## src/rtl/lsu_bus_adapter_if.sv

```systemverilog
// lsu_bus_adapter_if: word-aligned valid/ready bus between the load/store adapter and memory.
interface lsu_bus_adapter_if;
    logic [31:0] BusAdr;
    logic [31:0] BusWData;
    logic [3:0]  BusWStrb;
    logic        BusWrite;
    logic        BusValid;
    logic        BusReady;
    logic        BusRValid;
    logic [31:0] BusRData;
    modport master (
        output BusAdr, BusWData, BusWStrb, BusWrite, BusValid,
        input  BusReady, BusRValid, BusRData
    );
    modport slave (
        input  BusAdr, BusWData, BusWStrb, BusWrite, BusValid,
        output BusReady, BusRValid, BusRData
    );
endinterface

```

## src/rtl/lsu_bus_adapter.sv

```systemverilog
// lsu_bus_adapter: turns single-cycle core loads/stores into stalled word-aligned bus transactions.
module lsu_bus_adapter #(
    parameter int TIMEOUT = 64
) (
    input  logic              clk,
    input  logic              reset,
    input  logic              MemRead,
    input  logic              MemWrite,
    input  logic [2:0]        Funct3,
    input  logic [31:0]       IEUAdr,
    input  logic [31:0]       WriteData,
    output logic [31:0]       ReadData,
    output logic              Stall,
    output logic              Misaligned,
    output logic              BusErr,
    lsu_bus_adapter_if.master bus
);
    localparam int CW = $clog2(TIMEOUT);
    typedef enum logic [1:0] {IDLE, REQ, RESP, DONE} state_e;
    state_e        state_q, state_d;
    logic [31:0]   rdata_q, rdata_d, adr_q, adr_d, wdata_q, wdata_d;
    logic [3:0]    strb_q, strb_d;
    logic          write_q, write_d, err_q, err_d;
    logic [CW-1:0] cnt_q, cnt_d;
    logic          req, is_b, is_h, is_w, issue, tmo, fin;
    assign req        = MemRead | MemWrite;
    assign is_b       = Funct3 inside {3'b000, 3'b100};
    assign is_h       = Funct3 inside {3'b001, 3'b101};
    assign is_w       = !is_b && !is_h;
    assign Misaligned = req && state_q == IDLE && ((is_h && IEUAdr[0]) || (is_w && |IEUAdr[1:0]));
    assign Stall      = req && !Misaligned && state_q != DONE;
    assign issue      = req && !Misaligned && state_q == IDLE;
    assign tmo        = cnt_q == CW'(TIMEOUT - 1);
    // a response in the same cycle as the accept completes the access directly from REQ
    assign fin        = state_q == REQ ? bus.BusReady && bus.BusRValid : bus.BusRValid;
    always_comb begin
        state_d = state_q;
        rdata_d = rdata_q;
        adr_d   = adr_q;
        wdata_d = wdata_q;
        strb_d  = strb_q;
        write_d = write_q;
        cnt_d   = cnt_q;
        err_d   = 1'b0;
        case (state_q)
            IDLE: if (issue) begin
                state_d = REQ;
                cnt_d   = '0;
                adr_d   = {IEUAdr[31:2], 2'b00};
                write_d = MemWrite;
                wdata_d = !MemWrite ? 32'h0 : is_b ? {4{WriteData[7:0]}} :
                          is_h ? {2{WriteData[15:0]}} : WriteData;
                strb_d  = !MemWrite ? 4'b0000 : is_b ? 4'b0001 << IEUAdr[1:0] :
                          is_h ? (IEUAdr[1] ? 4'b1100 : 4'b0011) : 4'b1111;
            end
            REQ, RESP: begin
                cnt_d = cnt_q + 1'b1;
                if (fin) begin
                    state_d = DONE;
                    rdata_d = write_q ? rdata_q : bus.BusRData;
                end else if (tmo) begin
                    state_d = DONE;
                    rdata_d = '0;
                    err_d   = 1'b1;
                end else if (state_q == REQ && bus.BusReady) begin
                    state_d = RESP;
                end
            end
            default: state_d = IDLE;
        endcase
    end
    always_ff @(posedge clk or posedge reset) begin
        if (reset) begin
            state_q <= IDLE;
            rdata_q <= '0;
            adr_q   <= '0;
            wdata_q <= '0;
            strb_q  <= '0;
            write_q <= 1'b0;
            err_q   <= 1'b0;
            cnt_q   <= '0;
        end else begin
            state_q <= state_d;
            rdata_q <= rdata_d;
            adr_q   <= adr_d;
            wdata_q <= wdata_d;
            strb_q  <= strb_d;
            write_q <= write_d;
            err_q   <= err_d;
            cnt_q   <= cnt_d;
        end
    end
    assign ReadData     = rdata_q;
    assign BusErr       = err_q;
    assign bus.BusAdr   = adr_q;
    assign bus.BusWData = wdata_q;
    assign bus.BusWStrb = strb_q;
    assign bus.BusWrite = write_q;
    assign bus.BusValid = state_q == REQ;
endmodule

```

## src/flat_wrapper.sv

```systemverilog
// flat-port wrapper written by rule: the top's interface ports become plain ports
module lsu_bus_adapter_flat 
#(
    parameter int TIMEOUT = 64
)
  (clk, reset, MemRead, MemWrite, Funct3, IEUAdr, WriteData, ReadData, Stall, Misaligned, BusErr, bus_BusAdr, bus_BusWData, bus_BusWStrb, bus_BusWrite, bus_BusValid, bus_BusReady, bus_BusRValid, bus_BusRData);
  lsu_bus_adapter_if bus_i ();
  input  logic clk;
  input  logic reset;
  input  logic MemRead;
  input  logic MemWrite;
  input  logic [2:0] Funct3;
  input  logic [31:0] IEUAdr;
  input  logic [31:0] WriteData;
  output logic [31:0] ReadData;
  output logic Stall;
  output logic Misaligned;
  output logic BusErr;
  output wire logic [$bits(bus_i.BusAdr)-1:0] bus_BusAdr;
  output wire logic [$bits(bus_i.BusWData)-1:0] bus_BusWData;
  output wire logic [$bits(bus_i.BusWStrb)-1:0] bus_BusWStrb;
  output wire logic [$bits(bus_i.BusWrite)-1:0] bus_BusWrite;
  output wire logic [$bits(bus_i.BusValid)-1:0] bus_BusValid;
  input wire logic [$bits(bus_i.BusReady)-1:0] bus_BusReady;
  input wire logic [$bits(bus_i.BusRValid)-1:0] bus_BusRValid;
  input wire logic [$bits(bus_i.BusRData)-1:0] bus_BusRData;
  assign bus_BusAdr = bus_i.BusAdr;
  assign bus_BusWData = bus_i.BusWData;
  assign bus_BusWStrb = bus_i.BusWStrb;
  assign bus_BusWrite = bus_i.BusWrite;
  assign bus_BusValid = bus_i.BusValid;
  assign bus_i.BusReady = bus_BusReady;
  assign bus_i.BusRValid = bus_BusRValid;
  assign bus_i.BusRData = bus_BusRData;
  lsu_bus_adapter #(.TIMEOUT(TIMEOUT)) u_core (.clk(clk), .reset(reset), .MemRead(MemRead), .MemWrite(MemWrite), .Funct3(Funct3), .IEUAdr(IEUAdr), .WriteData(WriteData), .ReadData(ReadData), .Stall(Stall), .Misaligned(Misaligned), .BusErr(BusErr), .bus(bus_i));
endmodule
```

## config.mk

```make
export PLATFORM = sky130hd
export DESIGN_NAME = lsu_bus_adapter_flat
export DESIGN_NICKNAME = d
export VERILOG_FILES = /design/src/rtl/lsu_bus_adapter_if.sv /design/src/rtl/lsu_bus_adapter.sv /design/src/flat_wrapper.sv
export SDC_FILE = /design/constraint.sdc
export NUM_CORES = 1
export LEC_CHECK = 0
export CAP_MARGIN = 5
export CORE_ASPECT_RATIO = 0.75
export CORE_MARGIN = 5
export CORE_UTILIZATION = 40
export CTS_BUF_LIST = sky130_fd_sc_hd__clkbuf_4
export DETAILED_ROUTE_END_ITERATION = 6
export GPL_TIMING_DRIVEN = 0
export MAX_ROUTING_LAYER = met4
export PLACE_DENSITY = 0.77
export SLEW_MARGIN = 30
export SYNTH_ARGS = -nofsm -noshare
export SYNTH_HDL_FRONTEND = slang
export SYNTH_SLANG_ARGS = --single-unit
export TNS_END_PERCENT = 30
```

## constraint.sdc

```tcl
create_clock -name clk -period 5.8 [get_ports clk]
set_clock_uncertainty 0.2 [all_clocks]
set_input_delay 0.58 -clock clk [delete_from_list [all_inputs] [get_ports clk]]
set_output_delay 0.58 -clock clk [all_outputs]
set_load 0.005 [all_outputs]
```

* Yosys cells after proc, flatten, opt, wreduce, memory -nomap -nowiden
Cells that the tools add are included.
W data, S select, Z words.
** Operators by class
- $add $sub $neg :: 1
- Multiply operators :: 0
- Div/mod/pow operators :: 0
- Order comparisons :: 0
- Equality and inequality tests :: 10
- Shifts and indexed selects :: 1
- Multiplexer cells :: 21
- Bitwise logic cells :: 1
- Reductions and logical operators :: 26
** Operator list (number)
- $mux W32 :: 6
- $mux W4 :: 4
- $pmux W6 S2 :: 1
- $logic_and A1 B1 Y1 :: 10
- $mux W2 :: 4
- $reduce_bool A2 Y1 :: 4
- $add A6 B1 Y6 const B :: 1
- $eq A3 B3 Y1 const B :: 2
- $eq A6 B6 Y1 const B :: 1
- $mux W6 :: 1
- $reduce_and A2 Y1 :: 3
- $mux W1 :: 4
- $ne A2 B2 Y1 const B :: 2
- $ne A4 B1 Y1 const B :: 1
- $pmux W2 S2 :: 1
- $reduce_or A2 Y1 :: 2
- $shl A1 B2 Y4 const A :: 1
- $eq A3 B1 Y1 const B :: 1
- $logic_not A1 Y1 :: 3
- $logic_not A3 Y1 :: 1
- $reduce_and A3 Y1 :: 1
- $eq A2 B1 Y1 const B :: 1
- $eq A2 B2 Y1 const B :: 1
- $logic_not A2 Y1 :: 1
- other kinds (3) :: 3
** Word-level totals
- Register bits after elaboration :: 108
- Latch bits :: 0
- Memory bits (writable) :: 0
- ROM bits :: 0
- Input port bits :: 105
- Output and inout port bits :: 105
- Logic and storage cells :: 68
- Memories kept :: 0

* Longest topological paths before layout
Gate-level depths: netlist of the first run.
- Depth after elaboration :: 12
- Mapped depth :: 8
- Mapped depth without buffers :: 6

* Worst setup path after synthesis of the first run
OpenSTA, ideal clock, no wires.
- Kind :: register to output
- Start point :: register u_core.state_q[0]
- End point :: output Stall
- Arrival time :: 1.497 ns
- Required time :: 5.020 ns
- Path slack :: 3.523 ns
- Stages on the path, launching flop included :: 6
- Buffers on the path :: 1
- Path through :: dfrtp_1 > inv_1 > ha_1 > clkbuf_1 > nor4b_1 > nor3_1
** Between the ends
- Cells in the longest elaborated chain, start to end :: 6
- Elaborated cells between the ends (all ways) :: 7
- Classes of those cells :: eq/ne: 1; reduce/logical: 6
** RTL lines
- from (decl) :: line lsu_bus_adapter.sv:20 : state_e state_q, state_d;
- from (signal assigned) :: line lsu_bus_adapter.sv:83 : state_q <= state_d;
- $logic_not A2 Y1 :: line lsu_bus_adapter.sv:30 : assign Misaligned = req && state_q == IDLE && ((is_h && IEUAdr[0]) || (is_w && |IEUAdr[1:0]));
- $logic_and A1 B1 Y1 (2 in series) :: line lsu_bus_adapter.sv:30
- named net Misaligned :: line flat_wrapper.sv:17 : output logic Misaligned;
- $logic_not A1 Y1 :: line lsu_bus_adapter.sv:31 : assign Stall = req && !Misaligned && state_q != DONE;
- $logic_and A1 B1 Y1 (2 in series) :: line lsu_bus_adapter.sv:31
- to (decl) :: line flat_wrapper.sv:16 : output logic Stall;
The timed path passes the listed nets, and every way through them passes these cells.

* Worst setup path in the final report of the first run
- Start point :: register u_core.state_q[0]
- End point :: output Misaligned
** Between the ends
- Cells in the longest elaborated chain, start to end :: 3
** RTL lines (line)
- $logic_not A2 Y1 :: lsu_bus_adapter.sv:30
- $logic_and A1 B1 Y1 (2 in series) :: lsu_bus_adapter.sv:30
- to (decl) :: flat_wrapper.sv:17
Every way passes these cells.

==> flow_summary.json, run 1 <==
{
  "ctsHoldBuffers": 0,
  "cts_made_buffers": 9,
  "num_vias": 3953,
  "clockBufferDepth": 2,
  "critPathLaunchType": "flop",
  "area_growth_syn_to_layout_pct": 51.8,
  "leakagePower_nw": 3.10,
  "drive_gt1_frac": 0.118,
  "worst_pin_slew_ns": 0.764,
  "status": "completed",
  "critPathTopFamily": "buffers and inverters",
  "clk_latency_ns": 0.46,
  "avgViaCountPerCell": 5.06,
  "cp_data_required_time_ns": 5.02,
  "grt.total_usage": 0.210,
  "htree_levels": 3,
  "p_per_area_nw_per_um2": 461,
  "start_util": 0.405,
  "drt_wl_total_um": 14000,
  "async_reset_ff_frac": 1.00,
  "finalSetupTns_ns": 0,
  "post_cts_buffers": 0,
  "fin_nets": 725,
  "drt_iter0_markers": 126,
  "n_fill_cell": 960,
  "die_area_um2": 14000,
  "fin_crit_ns": 3.58,
  "critPathArrivalTime_ns": 2.80,
  "postRouteAntennaNets": 0,
  "drc_errors": 0,
  "wire_per_inst_um": 18.0,
  "slew_viol_final": 0,
  "clkTransAtPathRegs_ns": 0.17,
  "synth-main-ff-cell": "dfrtp_1",
  "maxCapViolations": 0,
  "hold_class": "reg2reg",
  "ir_drop_v": 0.000209,
  "grt_max_degree": 56,
  "ioPinCount": 210,
  "design_power_total_mw": 3.27,
  "synth-edff-count": 0,
  "core_um2": 11500,
  "grt_pass1_wl_um": 22800,
  "rsz0062_at_grt": "false",
  "antenna_cells": 0,
  "fmax_mhz": 279,
  "grt_overflow": 0,
  "cts_tree": "done",
  "grt_pass1_vias": 4335,
  "slew-limit-headroom": 0.488,
  "drtPass1Iterations": 4,
  "fin_hold_ws_ns": 0.302,
  "cp_max_fo": 10,
  "root_buffer": "clkbuf_4",
  "ys_seq_elements": 108,
  "cp_slowest_cell": "clkdlybuf4s50_1",
  "yosysWarnings": 0,
  "antenna_found_initial": 0,
  "endpoint_kind": "primary output",
  "finish.utilization": 0.615,
  "dp_hpwl_um": 10900,
  "finalHoldViolCount": 0,
  "fin_crit_sh": 0.618,
  "finalWeightedCongestion": 0.879,
  "max_stage_delay_ns": 0.60,
  "crit_chain": "inv_1 > ha_1 > clkbuf_1 > nor4b_1 > clkdlybuf4s50_1",
  "ctsResizeCount": 0,
  "io_buffers": 206,
  "syn_area_per_cell_um2": 11.8,
  "cts_sinks": 108,
  "syn_inst": 395,
  "syn-cell-area_um2": 4670,
  "die_w_um": 135,
  "setup_violations": 0,
  "synth_cell_types": 38,
  "num_rows": 34,
  "crit_type": "reg2out",
  "timing.critical_path.buf_inv": 3,
  "die_y_um": 104,
  "ys_seq_area_frac": 0.578
}
-- synth_stat cells, types with 2 or more instances --
library cell  count  area [µm²]
nor3_1            3        15.0
nand2b_1          2        12.5
dfrtp_1         108        2700
nor2_1            9        33.8
a221o_1           3        30.0
inv_1             5        18.8
a22o_1           34         298
nand2_1          63         236
a21oi_1           3        15.0
mux2i_1          26         260
ha_1              6        75.1
o21ai_0          45         225
clkbuf_1          9        33.8
buf_4             4        30.0
and3_1            5        31.3
nand3_1           3        15.0
buf_6             2        22.5
buf_2            13        65.1
nor2b_1           2        12.5
mux2_2           31         349
and4b_1           2        20.0
-- sequential cells by signal, indices dropped and copies added, names as in the netlist --
name and flops:
u_core.state_q 2, u_core.BusErr 1, u_core.bus.BusWrite 1, u_core.cnt_q 6
u_core.bus.BusAdr 30, u_core.ReadData 32, u_core.bus.BusWStrb 4, u_core.bus.BusWData 32
-- logic make-up (layout without fill, tap and decap cells) --
group,count (synthesis),in the layout,synth area share
XOR/XNOR,1,1,0.00187
multiplexers,57,57,0.130
adder cells (fa/ha/maj),6,6,0.0161
other,1,2,0.000802
flip-flops,108,108,0.578
AO/OA/AOI/OAI,94,94,0.146
buffers and inverters,33,256,0.0364
AND/OR/NAND/NOR,95,95,0.0905
-- per-layer routing --
| metal | vias to the layer above | track usage | part of all wire |
|---|---|---|---|
| met5 | - | - | 0 |
| met1 | 1949 | 0.251 | 0.41 |
| li1 | 1837 | - | - |
| met3 | 21 | 0.0766 | 0.084 |
| met2 | 146 | 0.338 | 0.49 |
| met4 | 0 | 0.0567 | 0.016 |
-- power by group --
group | total, mW | internal (mW) | switching [mW] | leakage [nW]
Combinational | 1.61 | 0.978 | 0.629 | 1.69
Clock | 0.351 | 0.0910 | 0.260 | 0.0608
Sequential | 1.31 | 1.10 | 0.208 | 1.35
Total | 3.27 | 2.17 | 1.10 | 3.10
-- placed cells by master (no fill, tap or decap), drive strengths merged, types with 2 or more instances in the layout --
cell	count
clkdlybuf4s50	206
dfrtp	108
nand2	63
o21ai	46
a22o	34
mux2	31
mux2i	26
buf	20
clkbuf	18
nor2	9
inv	8
ha	6
and3	5
a21oi	3
nand3	3
nor3	3
a221o	3
nand2b	2
nor2b	2
and4b	2
conb	2
clkinvlp	2
clkinv	2
-- worst register-to-register path, stage by stage, from the launching register on --
cell and delay (ns):
dfrtp_1 0.44, inv_1 0.10, ha_1 0.29, buf_2 0.18, and4b_1 0.23, clkbuf_1 0.17, nor2_1 0.32, buf_2 0.29
a22o_1 0.18
-- stage by stage --
step / setup slack (ns) / std cells / instance area (µm²)
final: 2.22 / 781 / 7090
after global routing: 2.03 / 781 / 7090
after CTS: 2.23 / 781 / 7090
after floorplan: 2.17 / 396 / 4680
after detailed placement: 2.49 / 765 / 6970
after global placement: 0.620 / 764 / 6940
-- final timing paths --
path / startpoint / endpoint / slack [ns] / cells after the start
max: u_core.state_q[0] / Misaligned / 2.22 / 5
min in group asynchronous: reset / u_core.ReadData[31] / 0.33 / 2
max reg2reg: u_core.state_q[0] / u_core.ReadData[22] / 3.34 / 8
min: u_core.bus.BusWData[10] / u_core.bus.BusWData[10] / 0.30 / 2
max in group asynchronous: reset / u_core.bus.BusWData[26] / 4.43 / 3
min reg2reg: u_core.bus.BusWData[10] / u_core.bus.BusWData[10] / 0.30 / 2
-- final cells by class --
cell class,instances,area [µm²],area share
clock inverter,7,50.0,0.00706
sequential,108,2700,0.381
tap,162,203,0.0286
clock buffer,9,67.6,0.00953
buffer,28,151,0.0213
inverter,5,23.8,0.00335
multi-input combinational,255,1800,0.254
timing repair buffer,207,2090,0.295
(Power assumes the default switching activity.)
==> inputs of run 2 (changes only) <==
- CORE_UTILIZATION: 40 -> 39
- PLACE_DENSITY: 0.77 -> 0.79
- clock period: 5.8 -> 2.9 ns (I/O delays scaled with it)
==> run 2 against run 1 <==
  * Worst hold slack lost 0.059 ns
  * Non-clock buffer count grew 5
  * Worst setup slack lost 2.0 ns
  * Critical path type unchanged
  * Largest cell class unchanged
  * Highest routed layer unchanged
==> flow_summary.json, run 2 (synthesized netlist as in run 1, its figures left out) <==
{
  "status": "completed",
  "grt_max_degree": 28,
  "start_util": 0.401,
  "slew-limit-headroom": 0.504,
  "grt.busiest_layer": "met2",
  "critPathArrivalTime_ns": 2.22,
  "postRouteAntennaNets": 0,
  "drc_errors": 0,
  "grt_overflow": 0,
  "fin_nets": 730,
  "clk_latency_ns": 0.43,
  "die_y_um": 105,
  "num_rows": 34,
  "wire_per_inst_um": 17.7,
  "met3_usage": 0.0533,
  "setup_violations": 0,
  "dp_hpwl_um": 10900,
  "leakagePower_nw": 3.15,
  "die_area_um2": 14300,
  "ir_drop_v": 0.000505,
  "endpoint_kind": "primary output",
  "cts_tree": "done",
  "cp_max_fo": 10,
  "grt.total_usage": 0.205,
  "n_fill_cell": 959,
  "slew_viol_final": 0,
  "ioPinCount": 210,
  "layout_commonest_cell": "clkdlybuf4s50_1",
  "finalHoldViolCount": 0,
  "use_met2": 0.318,
  "cts_sinks": 108,
  "antenna_cells": 0,
  "core_um2": 11700,
  "maxCapViolations": 0,
  "drt_wl_total_um": 13900,
  "critPathLaunchType": "flop",
  "layout_common_cells": "206 x clkdlybuf4s50_1, 108 x dfrtp_1, 63 x nand2_1, 45 x o21ai_0, 34 x a22o_1",
  "avgViaCountPerCell": 5.01,
  "grt_pass1_vias": 4272,
  "crit_type": "reg2out",
  "cp_data_required_time_ns": 2.41,
  "p_per_area_nw_per_um2": 917,
  "fmax_mhz": 370,
  "fin_crit_ns": 2.71,
  "fin_crit_sh": 0.933,
  "place_ws_ns": 0.218,
  "antenna_found_initial": 0,
  "grt_pass1_wl_um": 22700,
  "htree_levels": 3,
  "rsz0062_at_grt": "false",
  "io_buffers": 206,
  "finalWeightedCongestion": 0.900,
  "hold_class": "in2reg",
  "cts_made_buffers": 9,
  "worst_slack_ns": 0.195,
  "clkTransAtPathRegs_ns": 0.15,
  "drtPass1Iterations": 4,
  "worst_pin_slew_ns": 0.740,
  "design_power_total_mw": 6.61,
  "area_growth_syn_to_layout_pct": 54.2,
  "drt_iter0_markers": 175,
  "clockBufferDepth": 2,
  "die_w_um": 136,
  "grtUsageMet1": 0.267,
  "num_vias": 3933,
  "drive_gt1_frac": 0.125,
  "root_buffer": "clkbuf_4",
  "finalSetupTns_ns": 0
}
==> run 2: cell type report <==
class | count | area (µm²) | share of cell area
flip-flops and latches | 108 | 2700 | 0.375
plain buffers | 28 | 155 | 0.0215
inverters | 5 | 22.5 | 0.00313
well taps | 162 | 203 | 0.0281
repair buffers | 212 | 2170 | 0.302
clock inverters | 5 | 53.8 | 0.00747
clock buffers | 10 | 75.1 | 0.0104
multi-input cells | 255 | 1820 | 0.252
==> run 2: where the power goes <==
part | internal (mW) | total [mW] | switching (mW) | leakage [nW]
clock | 0.265 | 0.744 | 0.479 | 0.0659
sequential | 2.21 | 2.62 | 0.409 | 1.35
combinational | 1.99 | 3.25 | 1.26 | 1.73
total | 4.46 | 6.61 | 2.15 | 3.15
==> run 2: path summary, 6_finish.rpt <==
kind,startpoint,to,slack (ns),depth (start not counted)
max,u_core.state_q[1],Stall,0.19,6
min,bus_BusRData[21],u_core.ReadData[21],0.24,2
max reg2reg,u_core.state_q[1],u_core.ReadData[4],0.37,8
min reg2reg,u_core.bus.BusWData[16],u_core.bus.BusWData[16],0.30,2
max in group asynchronous,reset,u_core.bus.BusWData[5],1.27,5
min in group asynchronous,reset,u_core.bus.BusAdr[24],0.56,3
==> run 2: worst max-delay path: stages (launching register included) <==
cell	delay, ns
dfrtp_1	0.43
inv_1	0.09
ha_1	0.22
buf_4	0.19
nor4b_4	0.14
nor3_1	0.17
clkdlybuf4s50_1	0.53
==> run 2: metal layers <==
metal  vias to the layer above  wire length [µm]
met5                         -                 0
met4                         0               279
met3                        22               877
met2                       150              6600
met1                      1922              6130
li1                       1839                 -
==> run 2: timing repair <==
action                     4_1_cts  5_1_grt
setup endpoints to repair        2        2
pin swaps                        0        0
hold buffers                     1        0
setup buffers                    0        1
hold endpoints to repair        16        0
gates resized for setup          3        2
==> run 2: per-stage QoR <==
stage | area, µm² | std cells | util | hold WS, ns
detailed placement | 7040 | 768 | 0.604 | 0.272
global placement | 6950 | 764 | 0.596 | 0.264
finish | 7210 | 785 | 0.618 | 0.243
floorplan | 4680 | 396 | - | 0.188
global route | 7210 | 785 | 0.618 | 0.188
CTS | 7190 | 784 | 0.617 | 0.201
==> inputs of run 3 (changes only) <==
- CAP_MARGIN: 5 -> not set
- CORE_UTILIZATION: 39 -> 35
- CTS_BUF_LIST: sky130_fd_sc_hd__clkbuf_4 -> sky130_fd_sc_hd__clkbuf_2 sky130_fd_sc_hd__clkbuf_4 sky130_fd_sc_hd__clkbuf_8
- PLACE_DENSITY: 0.79 -> 0.72
==> run 3 against run 2 <==
  * Cell count rose by 1.0%
  * Final area rose by 0.61%
  * First-iteration DRC count fell by 35%
  * Flip-flop and latch count did not move
  * Critical path depth fell by 1
  * Die area rose by 10%
  * Global-route usage fell by 2.5 points
  * Largest power group unchanged
==> flow_summary.json, run 3 (synthesized netlist as in run 1, its figures left out) <==
{
  "fmax_mhz": 366,
  "drc_errors": 0,
  "ioPinCount": 210,
  "critPathLaunchType": "flop",
  "layout_commonest_cell": "clkdlybuf4s50_1",
  "cp_max_fo": 10,
  "rsz0062_at_grt": "false",
  "stdcell_count": 793,
  "cp_data_required_time_ns": 2.41,
  "htree_levels": 3,
  "postRouteAntennaNets": 0,
  "drtPass1Iterations": 6,
  "dp_cells": 777,
  "slew_viol_final": 0,
  "grt_overflow": 0,
  "drive_gt1_frac": 0.127,
  "place_ws_ns": 0.146,
  "antenna_cells": 0,
  "ir_drop_v": 0.000451,
  "grt_pass1_vias": 4171,
  "endpoint_kind": "primary output",
  "critPathArrivalTime_ns": 2.24,
  "drt_wl_total_um": 13900,
  "place_area_um2": 7060,
  "hold_class": "in2async",
  "final_cell_area_um2": 7250,
  "start_util": 0.359,
  "wire_per_inst_um": 17.6,
  "die_w_um": 143,
  "drt_iter0_markers": 113,
  "finalWeightedCongestion": 0.878,
  "clockBufferDepth": 2,
  "clkTransAtPathRegs_ns": 0.11,
  "design_power_total_mw": 6.68,
  "cts_made_buffers": 9,
  "ctsResizeCount": 2,
  "finalHoldViolCount": 0,
  "worst_pin_slew_ns": 0.698,
  "clk_latency_ns": 0.37,
  "r2r_start": "u_core.state_q[0]",
  "die_area_um2": 15800,
  "crit_type": "reg2out",
  "worst_slack_ns": 0.166,
  "fin_crit_sh": 0.943,
  "regArea_um2": 2700,
  "avgViaCountPerCell": 4.94,
  "p_per_area_nw_per_um2": 922,
  "r2r_cells": 8,
  "post_cts_buffers": 0,
  "num_vias": 3919,
  "multi_input_area_um2": 1820,
  "grt.total_usage": 0.180,
  "root_buffer": "clkbuf_8",
  "core_um2": 13000,
  "status": "completed",
  "dp_hpwl_um": 11000,
  "area_growth_syn_to_layout_pct": 55.1,
  "finish.utilization": 0.557,
  "leakagePower_nw": 3.16,
  "grt_max_degree": 30,
  "grt_pass1_wl_um": 21700,
  "setup_violations": 0,
  "slew-limit-headroom": 0.532,
  "maxCapViolations": 0,
  "ff2ff_setup_slack_ns": 0.53,
  "ctsHoldBuffers": 0,
  "worstReg2RegEnd": "u_core.ReadData[12]",
  "die_y_um": 110,
  "cts_sinks": 108,
  "layout_common_cells": "206 x clkdlybuf4s50_1, 108 x dfrtp_1, 63 x nand2_1, 45 x o21ai_0, 34 x a22o_1",
  "fin_crit_ns": 2.73,
  "fin_hold_ws_ns": 0.107,
  "num_rows": 36,
  "cts_tree": "done",
  "antenna_found_initial": 0,
  "finalSetupTns_ns": 0,
  "n_fill_cell": 1100,
  "fin_nets": 728,
  "io_buffers": 206
}
run 3: cell count changes in the layout (fill, tap and decap cells not counted), moves of 2 or more:
cell      change
clkbuf_4     -10
clkbuf_8      +9
buf_4         -2
inv_6         +2
run 3: area by class of cell:
type                    count  share of cell area
plain buffers              28              0.0211
clock buffers               9              0.0171
clock inverters             7             0.00690
inverters                   5             0.00311
multi-input cells         255               0.251
flip-flops and latches    108               0.373
well taps                 171              0.0295
repair buffers            210               0.299
run 3: worst max-delay path by stage:
stage | from | to | slack, ns
after global placement | reset | u_core.bus.BusAdr[5] | 0.05
after global routing | u_core.state_q[0] | Stall | 0.01
after detailed placement | MemWrite | Misaligned | 0.15
final | u_core.state_q[0] | Misaligned | 0.17
after CTS | u_core.state_q[0] | Misaligned | 0.09
after floorplan | u_core.state_q[0] | u_core.ReadData[0] | 0.90
run 3: worst max-delay path, stage by stage (launching register included):
cell,delay (ns)
dfrtp_1,0.42
inv_1,0.12
ha_1,0.22
clkbuf_2,0.27
nor4b_4,0.28
clkdlybuf4s50_1,0.56
run 3: where the power goes:
group,internal (mW),switching (mW)
clock network,0.316,0.539
logic,1.97,1.23
registers,2.21,0.412
run 3: metal layers:
metal	up-vias	GRT usage	wire (µm)	part of all wire
li1	1843	-	-	-
met1	1911	0.233	6290	0.45
met2	151	0.282	6380	0.46
met3	14	0.0526	1090	0.078
met4	0	0.0417	174	0.012
met5	-	-	0	0
